$ cat config.mk
export PLATFORM = sky130hd
export DESIGN_NAME = twiddle_seq_ctrl
export DESIGN_NICKNAME = d
export VERILOG_FILES = /design/src/rtl/kyber_twid_pkg.sv /design/src/rtl/twid_addr_map.sv /design/src/rtl/twiddle_seq_ctrl.sv
export SDC_FILE = /design/constraint.sdc
export NUM_CORES = 1
export LEC_CHECK = 0
export CAP_MARGIN = 20
export CORE_MARGIN = 1
export CORE_UTILIZATION = 45
export CTS_CLUSTER_SIZE = 40
export DETAILED_ROUTE_END_ITERATION = 12
export GPL_TIMING_DRIVEN = 0
export PLACE_DENSITY = 0.68
export SLEW_MARGIN = 20
export SYNTH_ARGS = -nofsm -noshare
export SYNTH_HDL_FRONTEND = slang
export SYNTH_HIERARCHICAL = 1
export SYNTH_SLANG_ARGS = --single-unit
$ cat constraint.sdc
create_clock -name clk -period 4.68 [get_ports clk]
set_input_delay 1.17 -clock clk [delete_from_list [all_inputs] [get_ports clk]]
set_output_delay 1.17 -clock clk [all_outputs]
set_load 0.1 [all_outputs]
$ cat src/rtl/kyber_twid_pkg.sv
// Shared constants, mode encodings and FSM states for the twiddle ROM sequencer.
// Stall support is compiled in with TWID_STALL_EN.
package kyber_twid_pkg;

   localparam int ROM_ADDR_W    = 7;
   localparam int NUM_STAGES    = 7;
   localparam int CYC_PER_STAGE = 8;

   localparam logic [1:0] MODE_NTT  = 2'd0;
   localparam logic [1:0] MODE_INTT = 2'd1;
   localparam logic [1:0] MODE_PWM  = 2'd2;

   localparam int W_BASE_DEF    = 0;
   localparam int WINV_BASE_DEF = 39;
   localparam int WP_BASE_DEF   = 78;

   typedef enum logic [1:0] {
      ST_IDLE,
      ST_RUN,
      ST_GAP
   } state_t;

endpackage

$ cat src/rtl/twid_addr_map.sv
// Combinational (mode, stage, cyc) to ROM row offset within the mode's region.
// Stall support (TWID_STALL_EN) does not affect this block.
module twid_addr_map
   import kyber_twid_pkg::*;
(
   input  logic [1:0]            mode,
   input  logic [2:0]            stage,
   input  logic [2:0]            cyc,
   output logic [ROM_ADDR_W-1:0] offset
);

   logic [6:0] c7;
   logic [6:0] s7;

   assign c7 = {4'd0, cyc};
   assign s7 = {4'd0, stage};

   always_comb begin
      offset = '0;
      unique case (mode)
         MODE_NTT: begin
            // early stages reuse each twiddle across several cycles
            case (stage)
               3'd0:    offset = 7'd0;
               3'd1:    offset = 7'd1 + (c7 >> 2);
               3'd2:    offset = 7'd3 + (c7 >> 1);
               3'd3:    offset = 7'd7 + c7;
               default: offset = 7'd15 + ((s7 - 7'd4) << 3) + c7;
            endcase
         end
         MODE_INTT: begin
            case (stage)
               3'd4:    offset = 7'd32 + (c7 >> 1);
               3'd5:    offset = 7'd36 + (c7 >> 2);
               3'd6:    offset = 7'd38;
               3'd7:    offset = 7'd0;
               default: offset = (s7 << 3) + c7;
            endcase
         end
         MODE_PWM: offset = c7;
         default:  offset = 7'd0;
      endcase
   end

endmodule

$ cat src/rtl/twiddle_seq_ctrl.sv
// Twiddle BROM sequencer for one 16-PE core: NTT, INTT or pointwise multiply.
// Define TWID_STALL_EN to add the stall port that freezes issue.
module twiddle_seq_ctrl
   import kyber_twid_pkg::*;
#(
   parameter int GAP_CYC   = 0,
   parameter int W_BASE    = W_BASE_DEF,
   parameter int WINV_BASE = WINV_BASE_DEF,
   parameter int WP_BASE   = WP_BASE_DEF
) (
   input  logic                  clk,
   input  logic                  reset,
   input  logic                  start,
   input  logic [1:0]            mode,
`ifdef TWID_STALL_EN
   input  logic                  stall,
`endif
   output logic [ROM_ADDR_W-1:0] raddr,
   output logic                  tw_valid,
   output logic [2:0]            tw_stage,
   output logic [2:0]            tw_cyc,
   output logic                  busy,
   output logic                  done
);

   state_t state, state_n;
   logic [1:0] mode_q, mode_n;
   logic [2:0] stage, stage_n;
   logic [2:0] cyc, cyc_n;
   logic [3:0] gap, gap_n;
   logic hold, issue, accept;
   logic last_stage, last_cyc, last_issue, load;
   logic [ROM_ADDR_W-1:0] offset, base;

`ifdef TWID_STALL_EN
   assign hold = stall;
`else
   assign hold = 1'b0;
`endif

   assign accept = (state == ST_IDLE) && !busy
                 && start && (mode != 2'd3);
   assign last_cyc   = (cyc == 3'(CYC_PER_STAGE - 1));
   assign last_stage = (mode_q == MODE_PWM) ? (stage == 3'd0)
                     : (stage == 3'(NUM_STAGES - 1));
   assign issue      = (state == ST_RUN) && !hold;
   assign last_issue = issue && last_cyc && last_stage;

   // next cursor drives the map so raddr is ready in the issue cycle
   always_comb begin
      state_n = state;
      mode_n  = mode_q;
      stage_n = stage;
      cyc_n   = cyc;
      gap_n   = gap;
      load    = 1'b0;
      unique case (state)
         ST_IDLE: begin
            if (accept) begin
               state_n = ST_RUN;
               mode_n  = mode;
               stage_n = 3'd0;
               cyc_n   = 3'd0;
               load    = 1'b1;
            end
         end
         ST_RUN: begin
            if (!hold) begin
               if (!last_cyc) begin
                  cyc_n = cyc + 3'd1;
                  load  = 1'b1;
               end else if (last_stage) begin
                  state_n = ST_IDLE;
               end else if (GAP_CYC > 0) begin
                  state_n = ST_GAP;
                  gap_n   = 4'd0;
               end else begin
                  stage_n = stage + 3'd1;
                  cyc_n   = 3'd0;
                  load    = 1'b1;
               end
            end
         end
         ST_GAP: begin
            if (!hold) begin
               if (gap == 4'(GAP_CYC - 1)) begin
                  state_n = ST_RUN;
                  stage_n = stage + 3'd1;
                  cyc_n   = 3'd0;
                  load    = 1'b1;
               end else begin
                  gap_n = gap + 4'd1;
               end
            end
         end
         default: state_n = ST_IDLE;
      endcase
   end

   always_comb begin
      base = 7'(W_BASE);
      unique case (mode_n)
         MODE_INTT: base = 7'(WINV_BASE);
         MODE_PWM:  base = 7'(WP_BASE);
         default:   base = 7'(W_BASE);
      endcase
   end

   twid_addr_map u_map (
      .mode   (mode_n),
      .stage  (stage_n),
      .cyc    (cyc_n),
      .offset (offset)
   );

   always_ff @(posedge clk) begin
      if (reset) begin
         state    <= ST_IDLE;
         mode_q   <= MODE_NTT;
         stage    <= '0;
         cyc      <= '0;
         gap      <= '0;
         raddr    <= '0;
         tw_valid <= 1'b0;
         tw_stage <= '0;
         tw_cyc   <= '0;
         busy     <= 1'b0;
         done     <= 1'b0;
      end else begin
         state    <= state_n;
         mode_q   <= mode_n;
         stage    <= stage_n;
         cyc      <= cyc_n;
         gap      <= gap_n;
         if (load)
            raddr <= base + offset;
         tw_valid <= issue;
         if (issue) begin
            tw_stage <= stage;
            tw_cyc   <= cyc;
         end
         busy     <= (state_n != ST_IDLE) || last_issue;
         done     <= last_issue;
      end
   end

endmodule

; Yosys cells after proc, flatten, opt, wreduce, memory -nomap -nowiden
; Cells that the tools add are included.
[totals]
register_bits = 30
latchBits = 0
mem_bits_rw = 0
rom_bits = 0
inputBits = 5
out_inout_bits = 16
wordCells = 81
memories = 0
[op_classes]
add_sub_neg = 13
n_mul = 0
n_div = 0
n_lt_le_gt_ge = 0
n_eq_ne = 16
shift = 0
n_mux = 27
bitwise = 1
reduce_logical = 13
[ops]
columns = op, n
row1 = one-hot mux 7 bit (4 select lines), 2
row2 = two-way mux 3 bit, 8
row3 = one-hot mux 7 bit (3 select lines), 1
row4 = "equality test 3 bit, second input constant", 6
row5 = one-hot mux 3 bit (3 select lines), 2
row6 = one-hot mux 7 bit (2 select lines), 1
row7 = two-way mux 2 bit, 6
row8 = "adder 4 x 7 -> 7 bit, first input constant", 1
row9 = "adder 6 x 1 -> 7 bit, first input constant", 1
row10 = "adder 6 x 2 -> 7 bit, first input constant", 1
row11 = adder 6 x 3 -> 7 bit, 1
row12 = adder 7 x 3 -> 7 bit, 1
row13 = adder 7 bit, 1
row14 = "adder 3 x 1 -> 3 bit, second input constant", 2
row15 = "equality test 2 bit, second input constant", 3
row16 = "equality test 3 x 2 -> 1 bit, second input constant", 2
row17 = zero test 3 bit, 2
row18 = one-hot mux 2 bit (3 select lines), 1
row19 = logical AND 1 bit, 5
row20 = two-way mux 1 bit, 5
row21 = "adder 3 x 3 -> 4 bit, first input constant", 1
row22 = "adder 4 x 1 -> 4 bit, second input constant", 1
row23 = "equality test 2 x 1 -> 1 bit, second input constant", 2
row24 = "equality test 4 bit, second input constant", 1
row25 = 12 further kinds, 13

; Depth between registers and ports, before layout
; Gate-level depths: netlist of run 1.
[logic_depth]
depth_word = 12
depth_mapped = 20
ltp_nobuf = 19

; Modules after synthesis
; Netlist of run 1, hierarchy kept.
[by_module_without_submodules]
columns = mod, instances, cells_per_inst, area_per_inst_um2, seq_area_each_um2
row1 = twiddle_seq_ctrl, 1, 184, 1575.3, 600.6
row2 = twid_addr_map, 1, 62, 451.7, 0.0

; Worst setup path before layout of run 1
; OpenSTA, ideal clock, no wires.
[synth_path]
path_kind = input -> register
startpoint = in mode[0]
endpoint = reg raddr[6]
setup_time_ps = 122
arrival_time_ps = 4342
required_ps = 4558
slack_ps = 216
cell_stages = 18
path_buffers = 2
path_cell_list = and2_1 > o21ai_1 > nand3_2 > or2_1 > buf_6 > a22o_1 > buf_6 > mux2_2 > a41oi_1 > o221ai_1 > and2_1 > fa_1 > a21o_1 > a21oi_1 > nor2b_1 > a22oi_1 > a211o_1 > o21ai_1
[synth_between]
elab_cells_between_ends = 35
classes_between = add/sub: 10 / eq/ne: 10 / mux: 12 / reduce/logical: 3
[synth_lines]
columns = element, line_no
row1 = start: declaration, twiddle_seq_ctrl.sv:14  ; input logic [1:0] mode,
row2 = != test 2 bit (*), twiddle_seq_ctrl.sv:42  ; && start && (mode != 2'd3);
row3 = logical AND 1 bit (*), twiddle_seq_ctrl.sv:42
row4 = two-way mux 3 bit (*), twiddle_seq_ctrl.sv:59  ; if (accept) begin
row5 = one-hot mux 3 bit (3 select lines) (*), twiddle_seq_ctrl.sv:57  ; unique case (state)
row6 = named net cyc_n[2], twiddle_seq_ctrl.sv:29  ; logic [2:0] cyc, cyc_n;
row7 = adder 6 x 1 -> 7 bit or adder 1 x 1 -> 2 bit (tied branches), "twid_addr_map.sv:34, twid_addr_map.sv:25"
row8 = "one-hot mux 7 bit (4 select lines), on equally long branches", "twid_addr_map.sv:32, twid_addr_map.sv:23"
row9 = one-hot mux 7 bit (3 select lines) (*), twid_addr_map.sv:20  ; unique case (mode)
row10 = named net offset[0], twiddle_seq_ctrl.sv:33  ; logic [ROM_ADDR_W-1:0] offset, base;
row11 = adder 7 bit (*), twiddle_seq_ctrl.sv:136  ; raddr <= base + offset;
row12 = end signal: assignment, twiddle_seq_ctrl.sv:136
row13 = end: declaration, twiddle_seq_ctrl.sv:18  ; output logic [ROM_ADDR_W-1:0] raddr,
; The timed path passes the listed nets; every way through them passes the cells marked *.
; A chain may end at the register's enable or synchronous reset.

; Worst setup path in the final report of run 1
[layout_path]
startpoint = in mode[0]
endpoint = reg raddr[5]
[layout_between]
elab_cells_between_ends = 35
classes_between = add/sub: 10 / eq/ne: 10 / mux: 12 / reduce/logical: 3
[layout_lines]
columns = element, line_no
row1 = != test 2 bit (*), twiddle_seq_ctrl.sv:42
row2 = logical AND 1 bit (*), twiddle_seq_ctrl.sv:42
row3 = two-way mux 3 bit (*), twiddle_seq_ctrl.sv:59
row4 = one-hot mux 3 bit (3 select lines) (*), twiddle_seq_ctrl.sv:57
row5 = named net cyc_n[0], twiddle_seq_ctrl.sv:29
row6 = adder 7 x 3 -> 7 bit (tied with other cells), twid_addr_map.sv:28  ; default: offset = 7'd15 + ((s7 - 7'd4) << 3) + c7;
row7 = "one-hot mux 7 bit (4 select lines), on equally long branches", "twid_addr_map.sv:23, twid_addr_map.sv:32"
row8 = one-hot mux 7 bit (3 select lines) (*), twid_addr_map.sv:20
row9 = named net offset[1], twiddle_seq_ctrl.sv:33
row10 = adder 7 bit (*), twiddle_seq_ctrl.sv:136
; Marked as above.

==> run metrics, run 1 <==
Max Slew Vio Count 0; minimum clock period 4.42 ns; most numerous cell in the Yosys netlist nand2_1; met1 Track Usage GR 24.0%; drt wl/cell 13.7 um; cell area after placement 2290 um^2; Post-Layout Inst Area 2480 um^2; # placed instances 318; Global Route met3 Usage 3.65%; Req. time, crit path 4.87 ns; met2 Resource Use GR 31.7%; xor/xnor cell area share of the yosys netlist 5.19%; area of the core 4350 um^2; Crit Path Max Fanout 10; total CTS buffers 5; Worst Setup Start Kind primary input; peak supply drop 0.000106 V; post-synthesis mux area share 2.16%; antenna viol nets, final 0; starting density of the core 46.6%; synthesized flop and latch total 30; slowest CP cell or3_1; clk root buf clkbuf_8; run status complete, no violations; WS Path Type in2reg; Critical Path, Cell by Cell dlymetal6s2s_1 > and2_4 > o21ai_4 > nand3_2 > or2_1 > buf_6 > mux2_4 > inv_1 > ha_2 > or3_1 > o22ai_2 > a221o_1 > ha_1 > a31o_2 > a21oi_4 > nor2b_1 > o21ai_1 > xor2_1 > a211oi_1; CP delay by family, top compound AO/OA/AOI/OAI gates; Rows 24; fin crit share 94.5%; Max-Cap Viols 0; Avg Cell Area, Syn 8.24 um^2; nets 295; Avg Vias per Cell 5.48; largest net degree at the start of global routing 11; I/O Buffers 20; Simple-Gate Fraction of Synth Area 27.2%; Synth area leaders dfxtp_1, ha_1, nand2_1; GP Congestion 0.939; RSZ-0062 raised after global routing no; clk slew on worst S/H paths 0.06 ns; vias in the first global route 1586; area share of fa/ha/maj cells after synthesis 9.01%; asr flop ratio synth 0%; Net Count, Synth 265; Layout area overhead 22.2%; non-filler cells, final 328; f_max 226 MHz; first-pass GRT wire length 7360 um; crit path DAT 4.61 ns; Tot GR Track Use 19.4%; total of warnings raised by yosys 6; # hold bufs at CTS 0; Synth Instances 246; die area 4780 um^2; Pwr Density 271 nW/um^2; die height 69.1 um; post-synth top area share 29.6%; n_diodes 0; IO Pins 21; CTS Sinks 30; sequential area share after synthesis 29.6%; gr ovfl total 0; Yosys top cell by area dfxtp_1; GR peak layer met2; Setup crit end kind flip-flop; Static Leakage 0.977 nW; Slew Limit Headroom 34.7%; Post-synth EDFFs 0; initial antenna violation count 0; DR vias 1796; H-tree depth 2; Synth cell types 59; critical path buffer and inverter count 3; DRC 0; DR pass1 iterations 4; worst-margin pin slew 0.977 ns; CTS tree yes; Final Hold Fails 0; worst skew pair latency 0.28 ns; estimated wirelength of the detail-placed design 3320 um; clock skew 0.00266 ns; Main synth FF type dfxtp_1; synth cell count leaders nand2_1, dfxtp_1, nor2_1; Synth Area in Compound Gates 20.9%; Die Wd 69.1 um; clock buffer depth 2; setup violators final 0; layout cells sized above 1 15.6%; drt initial violations 88; WL final 4500 um; mapped cell area 2030 um^2; Slowest Stage Delay on Critical Path 0.33 ns; Hold Path Class reg2reg; largest family of logic cells by synthesized area simple AND/OR/NAND/NOR gates
[metal layers]
layer  vias up  routed length [um]
met5         -                   0
met4         0                 142
met3        11                 155
met2        38                2120
met1       830                2090
li1        917                   -
[kinds of logic (layout without fill, tap and decap cells)]
family | Yosys count | after routing
buffers and inverters | 22 | 52
AND/OR/NAND/NOR | 103 | 103
flip-flops | 30 | 30
adder cells (fa/ha/maj) | 14 | 14
AO/OA/AOI/OAI | 60 | 60
other | 1 | 1
XOR/XNOR | 12 | 12
multiplexers | 4 | 4
[worst paths after layout]
kind / cells past startpoint / from / to / slack, ns
max: 19 / mode[0] / raddr[5] / 0.26
min: 2 / tw_cyc[1] / tw_cyc[1] / 0.45
max reg2reg: 21 / stage[0] / raddr[6] / 0.59
min reg2reg: 2 / tw_cyc[1] / tw_cyc[1] / 0.45
[worst reg2reg max path: stages (launching register included)]
cell and delay, ns:
dfxtp_1 0.32, inv_1 0.11, ha_1 0.15, nor4bb_1 0.33, o21ba_2 0.23, nor2_1 0.14
or2_1 0.13, buf_6 0.14, a22o_1 0.17, buf_6 0.15, inv_1 0.08, ha_1 0.27
o22ai_1 0.07, a221o_1 0.40, buf_4 0.15, fa_2 0.39, a21o_1 0.17, a21oi_2 0.15
nor2b_1 0.07, a22oi_2 0.17, a211o_1 0.15, o21ai_1 0.05
[final cells by class]
| type | instances | area, um^2 |
|---|---|---|
| flip-flops and latches | 30 | 601 |
| inverters | 9 | 33.8 |
| plain buffers | 13 | 82.6 |
| fillers | 412 | 1880 |
| multi-input cells | 194 | 1390 |
| clock buffers | 7 | 76.3 |
| well taps | 52 | 65.1 |
| repair buffers | 23 | 230 |
[registers in the layout, indices dropped and copies added (netlist names)]
register and cells:
state 2, stage 3, done 1, tw_valid 1
tw_cyc 3, raddr 7, tw_stage 3, cyc 3
gap 4, busy 1, mode_q 2
[layout by cell type, fill, tap and decap left out, drive strengths merged, types with 9 or more instances in the layout]
cell type / netlist / layout
a21oi: 16 / 16
buf: 8 / 11
clkbuf: 5 / 12
clkdlybuf4s50: 0 / 17
dfxtp: 30 / 30
ha: 13 / 13
inv: 9 / 9
nand2: 34 / 34
nor2: 19 / 19
nor2b: 14 / 14
[power breakdown]
part | leakage [nW] | internal [mW] | switching, mW | total, mW
logic | 0.695 | 0.0738 | 0.134 | 0.208
clock network | 0.0383 | 0.102 | 0.0885 | 0.191
registers | 0.244 | 0.266 | 0.00744 | 0.274
[repair_timing]
item,CTS,global route
setup endpoints to repair,4,4
buffers inserted,2,1
pin swaps,3,8
gates resized for setup,12,8
[stage by stage]
stage / TNS [ns] / hold slack, ns / worst slack (ns) / util (%) / power, mW
floorplan: 0 / 0.448 / 0.216 / - / 0.430
global placement: -1.77 / 0.441 / -0.554 / 52.6 / 0.470
detailed placement: -1.86 / 0.447 / -0.567 / 52.6 / 0.471
CTS: 0 / 0.455 / 0.00632 / 55.8 / 0.666
global route: 0 / 0.469 / 0.0609 / 56.9 / 0.701
finish: 0 / 0.452 / 0.259 / 56.9 / 0.672
Note: power is estimated with default switching activity, not from simulation.
==> inputs of run 2 (changes only) <==
GPL_TIMING_DRIVEN = not set   (was 0)
==> run 2 against run 1 <==
Effect of this change: final area increased by 5.3%; clock-buffer cell count decreased by 2; sequential share of layout area decreased by 1.2 points; clock power increased by 33%; setup slack got worse by 0.019 ns; register-to-register slack improved by 0.13 ns; final cell count increased by 5.5%; fmax decreased by 0.43%; critical path depth decreased by 1; critical endpoint unchanged.
==> run metrics, run 2 (synthesis gave the netlist of run 1 again) <==
run status complete, no violations; slowest CP cell clkdlybuf4s50_1; met2 Resource Use GR 33.5% (+1.8 points); clk slew on worst S/H paths 0.06 ns (about the same); Top Registers raddr x7, gap x4; antenna viol nets, final 0 (unchanged); register name with the most flops raddr; DR vias 1837 (+2.3%); Pwr Total 0.749 mW (+11%); Slew Limit Headroom 27.3% (-7.3 points); Global Route met3 Usage 2.19% (-1.5 points); WS Path Type in2reg; Crit Path Max Fanout 5 (-5); gr ovfl total 0 (unchanged); Max-Cap Viols 0 (unchanged); die height 69.1 um (unchanged); Die Wd 69.1 um (unchanged); met1 Track Usage GR 26.5% (+2.5 points); layout cells sized above 1 22.1% (+6.5 points); Final Hold Fails 0 (unchanged); Layout area overhead 28.7%; total CTS buffers 5 (unchanged); Worst Setup Start Kind primary input; drt wl/cell 13.0 um (-4.9%); CP delay by family, top compound AO/OA/AOI/OAI gates; H-tree depth 2 (unchanged); max reg flops 7 (unchanged); crit path DAT 4.56 ns (-0.05 ns); first-pass GRT wire length 7980 um (+8.3%); worst slack, placed -0.279 ns (+0.289 ns); DR pass1 iterations 4 (unchanged); Avg Vias per Cell 5.31 (-3.0%); reg2reg end raddr[5]; crit path from mode[0]; area of the core 4350 um^2 (unchanged); Critical Path, Cell by Cell clkdlybuf4s50_1 > and2_4 > o21ai_4 > nand3_2 > or2_4 > mux2_2 > inv_1 > ha_1 > or3_1 > o22ai_2 > a221o_1 > ha_1 > a31o_2 > a21oi_2 > nor2b_1 > o21ai_1 > xor2_1 > a211oi_1; clock skew 0.00620 ns (+0.00355 ns); stages on the worst setup path 18 (-1); peak supply drop 0.000143 V (+35%); n_diodes 0 (unchanged); clk root buf clkbuf_8; most frequent CP cell ha_1; most frequent cells in the layout nand2_1, buf_4, dfxtp_1; nets 312 (+5.8%); hold_sp tw_stage[2]; DRC 0 (unchanged); vias in the first global route 1768 (+11%); CTS Sinks 30 (unchanged); Setup WS post-layout 0.240 ns (-0.0193 ns); Setup crit end kind flip-flop; end point of the critical path raddr[5]; largest net degree at the start of global routing 31 (+20); clock buffer depth 2 (unchanged); post-CTS setup buffer count 0 (-2); worst-margin pin slew 1.09 ns (+0.110 ns); initial antenna violation count 0 (unchanged); GP Congestion 0.911 (-2.9%); commonest non-fill, non-tap cell in the layout nand2_1; estimated wirelength of the detail-placed design 3470 um (+4.7%); Req. time, crit path 4.80 ns (-0.07 ns); setup violators final 0 (unchanged); reg2reg setup slack 0.72 ns (+0.13 ns); GR peak layer met2; f_max 225 MHz (-0.43%); Pwr Density 287 nW/um^2 (+5.8%); CTS tree yes; Tot GR Track Use 20.4% (+1.1 points); worst skew pair latency 0.28 ns (about the same); I/O Buffers 20 (unchanged); worst-case reg-to-reg path depth 19 (-9.5%); Rows 24 (unchanged); drt initial violations 105 (+19%); critical path buffer and inverter count 2 (-1); Max Slew Vio Count 0 (unchanged); minimum clock period 4.44 ns (+0.0193 ns); Slowest Stage Delay on Critical Path 0.41 ns (+0.08 ns); WL final 4510 um (+0.31%); die area 4780 um^2 (unchanged); fin crit share 94.9% (+0.41 points); Hold Path Class reg2reg; starting density of the core 46.6% (unchanged); # hold bufs at CTS 0 (unchanged); Worst Hold Slack 0.453 ns (+0.00133 ns); Static Leakage 1.06 nW (+8.1%); FF-to-FF Start stage[0]; IO Pins 21 (unchanged)
-- run 2: area by class of cell --
cell class                      count  area [um^2]
Fill cell                         386         1750
Multi-Input combinational cell    194         1350
Sequential cell                    30          601
Timing Repair Buffer               53          448
Clock buffer                        5         68.8
Tap cell                           52         65.1
Clock inverter                      3         40.0
Inverter                            9         33.8
-- run 2: power breakdown --
group | total, mW | internal [mW] | switching [mW]
Combinational | 0.221 | 0.0865 | 0.135
Sequential | 0.273 | 0.266 | 0.00738
Clock | 0.254 | 0.156 | 0.0977
-- run 2: worst min-delay path by stage --
| stage | end | slack [ns] | cells after the start |
|---|---|---|---|
| 2_1_floorplan | tw_cyc[1] | 0.45 | 2 |
| 3_3_place_gp | raddr[3] | 0.44 | 2 |
| 3_5_place_dp | tw_cyc[2] | 0.45 | 2 |
| 4_1_cts | tw_cyc[2] | 0.45 | 2 |
| 5_1_grt | raddr[0] | 0.48 | 2 |
| 6_report | tw_stage[2] | 0.45 | 2 |
-- run 2: stage by stage --
| step | TNS [ns] | utilization [%] | area, um^2 | cells |
|---|---|---|---|---|
| after global routing | -0.00718 | 59.9 | 2610 | 346 |
| after CTS | 0 | 58.9 | 2570 | 346 |
| after detailed placement | -0.795 | 56.4 | 2460 | 338 |
| after floorplan | 0 | - | 2030 | 246 |
| final | 0 | 59.9 | 2610 | 346 |
| after global placement | -0.482 | 56.4 | 2460 | 338 |
-- run 2: worst reg2reg max path: stages, from the launching register on --
cell and delay [ns]:
dfxtp_1 0.33, inv_1 0.12, ha_1 0.16, nor4bb_1 0.35, o21ba_2 0.24, nor2_1 0.16, or2_4 0.17, a22o_1 0.21
inv_2 0.07, ha_1 0.27, or3_1 0.32, o22ai_2 0.09, a221o_1 0.19, ha_1 0.26, a31o_2 0.25, a21oi_2 0.15
nor2b_1 0.06, o21ai_1 0.16, xor2_1 0.15, a211oi_1 0.08
-- run 2: timing repair --
| action | 4_1_cts | 5_1_grt |
|---|---|---|
| resized for setup | 0 | 12 |
| endpoints found under the hold margin | 0 | 0 |
| setup endpoints to repair | 0 | 4 |
-- run 2: routing by layer --
layer,wire length (um),up-vias
met5,0,-
met4,142,0
met3,158,11
met2,2010,45
met1,2200,822
li1,-,959
==> inputs of run 3 (changes only) <==
PLACE_DENSITY = 0.66   (was 0.68)
clock period = 5.8 ns   (was 4.68 ns; I/O delays follow)
==> run 3 against run 2 <==
Effect of this change: die area unchanged; final cell count decreased by 9.2%; global-route usage decreased by 2.3 points; final area decreased by 12%; clock-buffer cell count increased by 2; first-iteration DRC count decreased by 21%; non-clock buffer count decreased by 32; clock power decreased by 34%; flip-flop and latch count unchanged; via count decreased by 6.4%; highest routed layer unchanged; critical endpoint is now raddr[6].
==> run metrics, run 3 (synthesis gave the netlist of run 1 again) <==
total CTS buffers 5 (unchanged); Final Hold Fails 0 (unchanged); IO Pins 21 (unchanged); WS Path Type in2reg; setup_tns 0 ns (unchanged); setup violators final 0 (unchanged); nets 280 (-10%); H-tree depth 2 (unchanged); # placed instances 306 (-9.5%); DR pass1 iterations 4 (unchanged); max reg flops 7 (unchanged); Static Leakage 0.878 nW (-17%); crit path DAT 5.43 ns (+0.87 ns); filler cell count 407 (+5.4%); n_diodes 0 (unchanged); Layout area overhead 13.9%; die height 69.1 um (unchanged); register area 601 um^2 (unchanged); Setup crit end kind flip-flop; Avg Vias per Cell 5.48 (+3.2%); post-CTS setup buffer count 0 (unchanged); clk slew on worst S/H paths 0.06 ns (about the same); Hold Path Class reg2reg; RSZ-0062 raised after global routing no; estimated wirelength of the detail-placed design 3130 um (-9.8%); commonest non-fill, non-tap cell in the layout nand2_1; f_max 190 MHz; Worst Hold Depth 2 (unchanged); peak supply drop 0.000101 V (-29%); Hold Path Sink tw_cyc[0]; drt initial violations 83 (-21%); first-pass GRT wire length 7070 um (-11%); gr ovfl total 0 (unchanged); Final Util 53.0% (-6.9 points); Req. time, crit path 5.97 ns (+1.17 ns); reg2reg setup slack 1.35 ns (+0.63 ns); Pwr Density 233 nW/um^2 (-19%); Die Wd 69.1 um (unchanged); Max Slew Vio Count 0 (unchanged); area occupied by multi-input gates 1310 um^2 (-3.1%); # hold bufs at CTS 0 (unchanged); FF-to-FF Start stage[0]; most frequent cells in the layout nand2_1, dfxtp_1, clkdlybuf4s50_1; die area 4780 um^2 (unchanged); area of the core 4350 um^2 (unchanged); initial antenna violation count 0 (unchanged); CTS Sinks 30 (unchanged); DRC 0 (unchanged); starting density of the core 46.6% (unchanged); DR vias 1720 (-6.4%); Worst Setup Start Kind primary input; run status complete, no violations; Rows 24 (unchanged); antenna viol nets, final 0 (unchanged); clock skew 0.00201 ns (-0.00419 ns); drt wl/cell 13.0 um (-0.36%); non-filler cells, final 314 (-9.2%); Top Registers raddr x7, gap x4; Post-Layout Inst Area 2310 um^2 (-12%); Worst Hold Slack 0.452 ns (-0.00108 ns); clock buffer depth 2 (unchanged); largest net degree at the start of global routing 31 (unchanged); reg2reg end raddr[6]; register name with the most flops raddr; Tot GR Track Use 18.1% (-2.3 points); clk root buf clkbuf_8; worst-margin pin slew 1.06 ns (-0.0264 ns); vias in the first global route 1588 (-10%); cell area after placement 2220 um^2 (-9.8%); WL final 4080 um (-9.6%); CTS tree yes; Max-Cap Viols 0 (unchanged); minimum clock period 5.26 ns; worst-case reg-to-reg path depth 18 (-1); hold_sp tw_cyc[0]; Crit Path Max Fanout 10 (+5); Slew Limit Headroom 29.1% (+1.8 points); worst skew pair latency 0.27 ns (about the same); fin crit share 90.8%; post-CTS sizing 0 (unchanged); layout cells sized above 1 8.40% (-14 points); I/O Buffers 20 (unchanged); GP Congestion 0.933 (+2.4%)
run 3: metal layers:
metal,share of wire (%),track usage [%]
met3,2.6,1.90
met5,0,0
met1,49,22.9
met2,46,30.6
met4,2.2,8.62
run 3: critical path, stage by stage:
cell and delay [ns]:
clkdlybuf4s50_1 0.43, and2_1 0.19, o21ai_1 0.18, nand3_2 0.13, or2_1 0.37, a22o_1 0.36
mux2_2 0.31, a41oi_1 0.21, o221ai_1 0.21, and2_1 0.23, fa_1 0.43, a21o_1 0.17
a21oi_1 0.23, nor2b_1 0.07, a22oi_1 0.22, a211o_1 0.16, o21ai_1 0.05
run 3: worst max path at each step:
stage	start	endpoint	slack, ns	depth (start not counted)
2_1_floorplan	mode[0]	raddr[6]	1.06	18
3_3_place_gp	mode[0]	raddr[6]	0.26	17
3_5_place_dp	mode[0]	raddr[6]	0.27	17
4_1_cts	mode[0]	raddr[6]	0.57	17
5_1_grt	mode[0]	raddr[6]	0.25	17
6_report	mode[1]	raddr[6]	0.54	17
run 3: cell type report:
cell class	count	area share (%)
Multi-Input combinational cell	194	56.7
Sequential cell	30	26.0
Timing Repair Buffer	21	9.00
Clock buffer	7	3.74
Tap cell	52	2.82
Inverter	9	1.46
Clock inverter	1	0.217
run 3: metrics by stage:
stage	total power [mW]	worst slack, ns
global placement	0.374	0.260
floorplan	0.347	1.06
global route	0.567	0.248
detailed placement	0.375	0.275
CTS	0.545	0.568
finish	0.539	0.535
run 3: report_power, final:
part | internal (mW) | total, mW | switching [mW]
registers | 0.215 | 0.221 | 0.00610
clock network | 0.0955 | 0.168 | 0.0725
logic | 0.0498 | 0.150 | 0.100
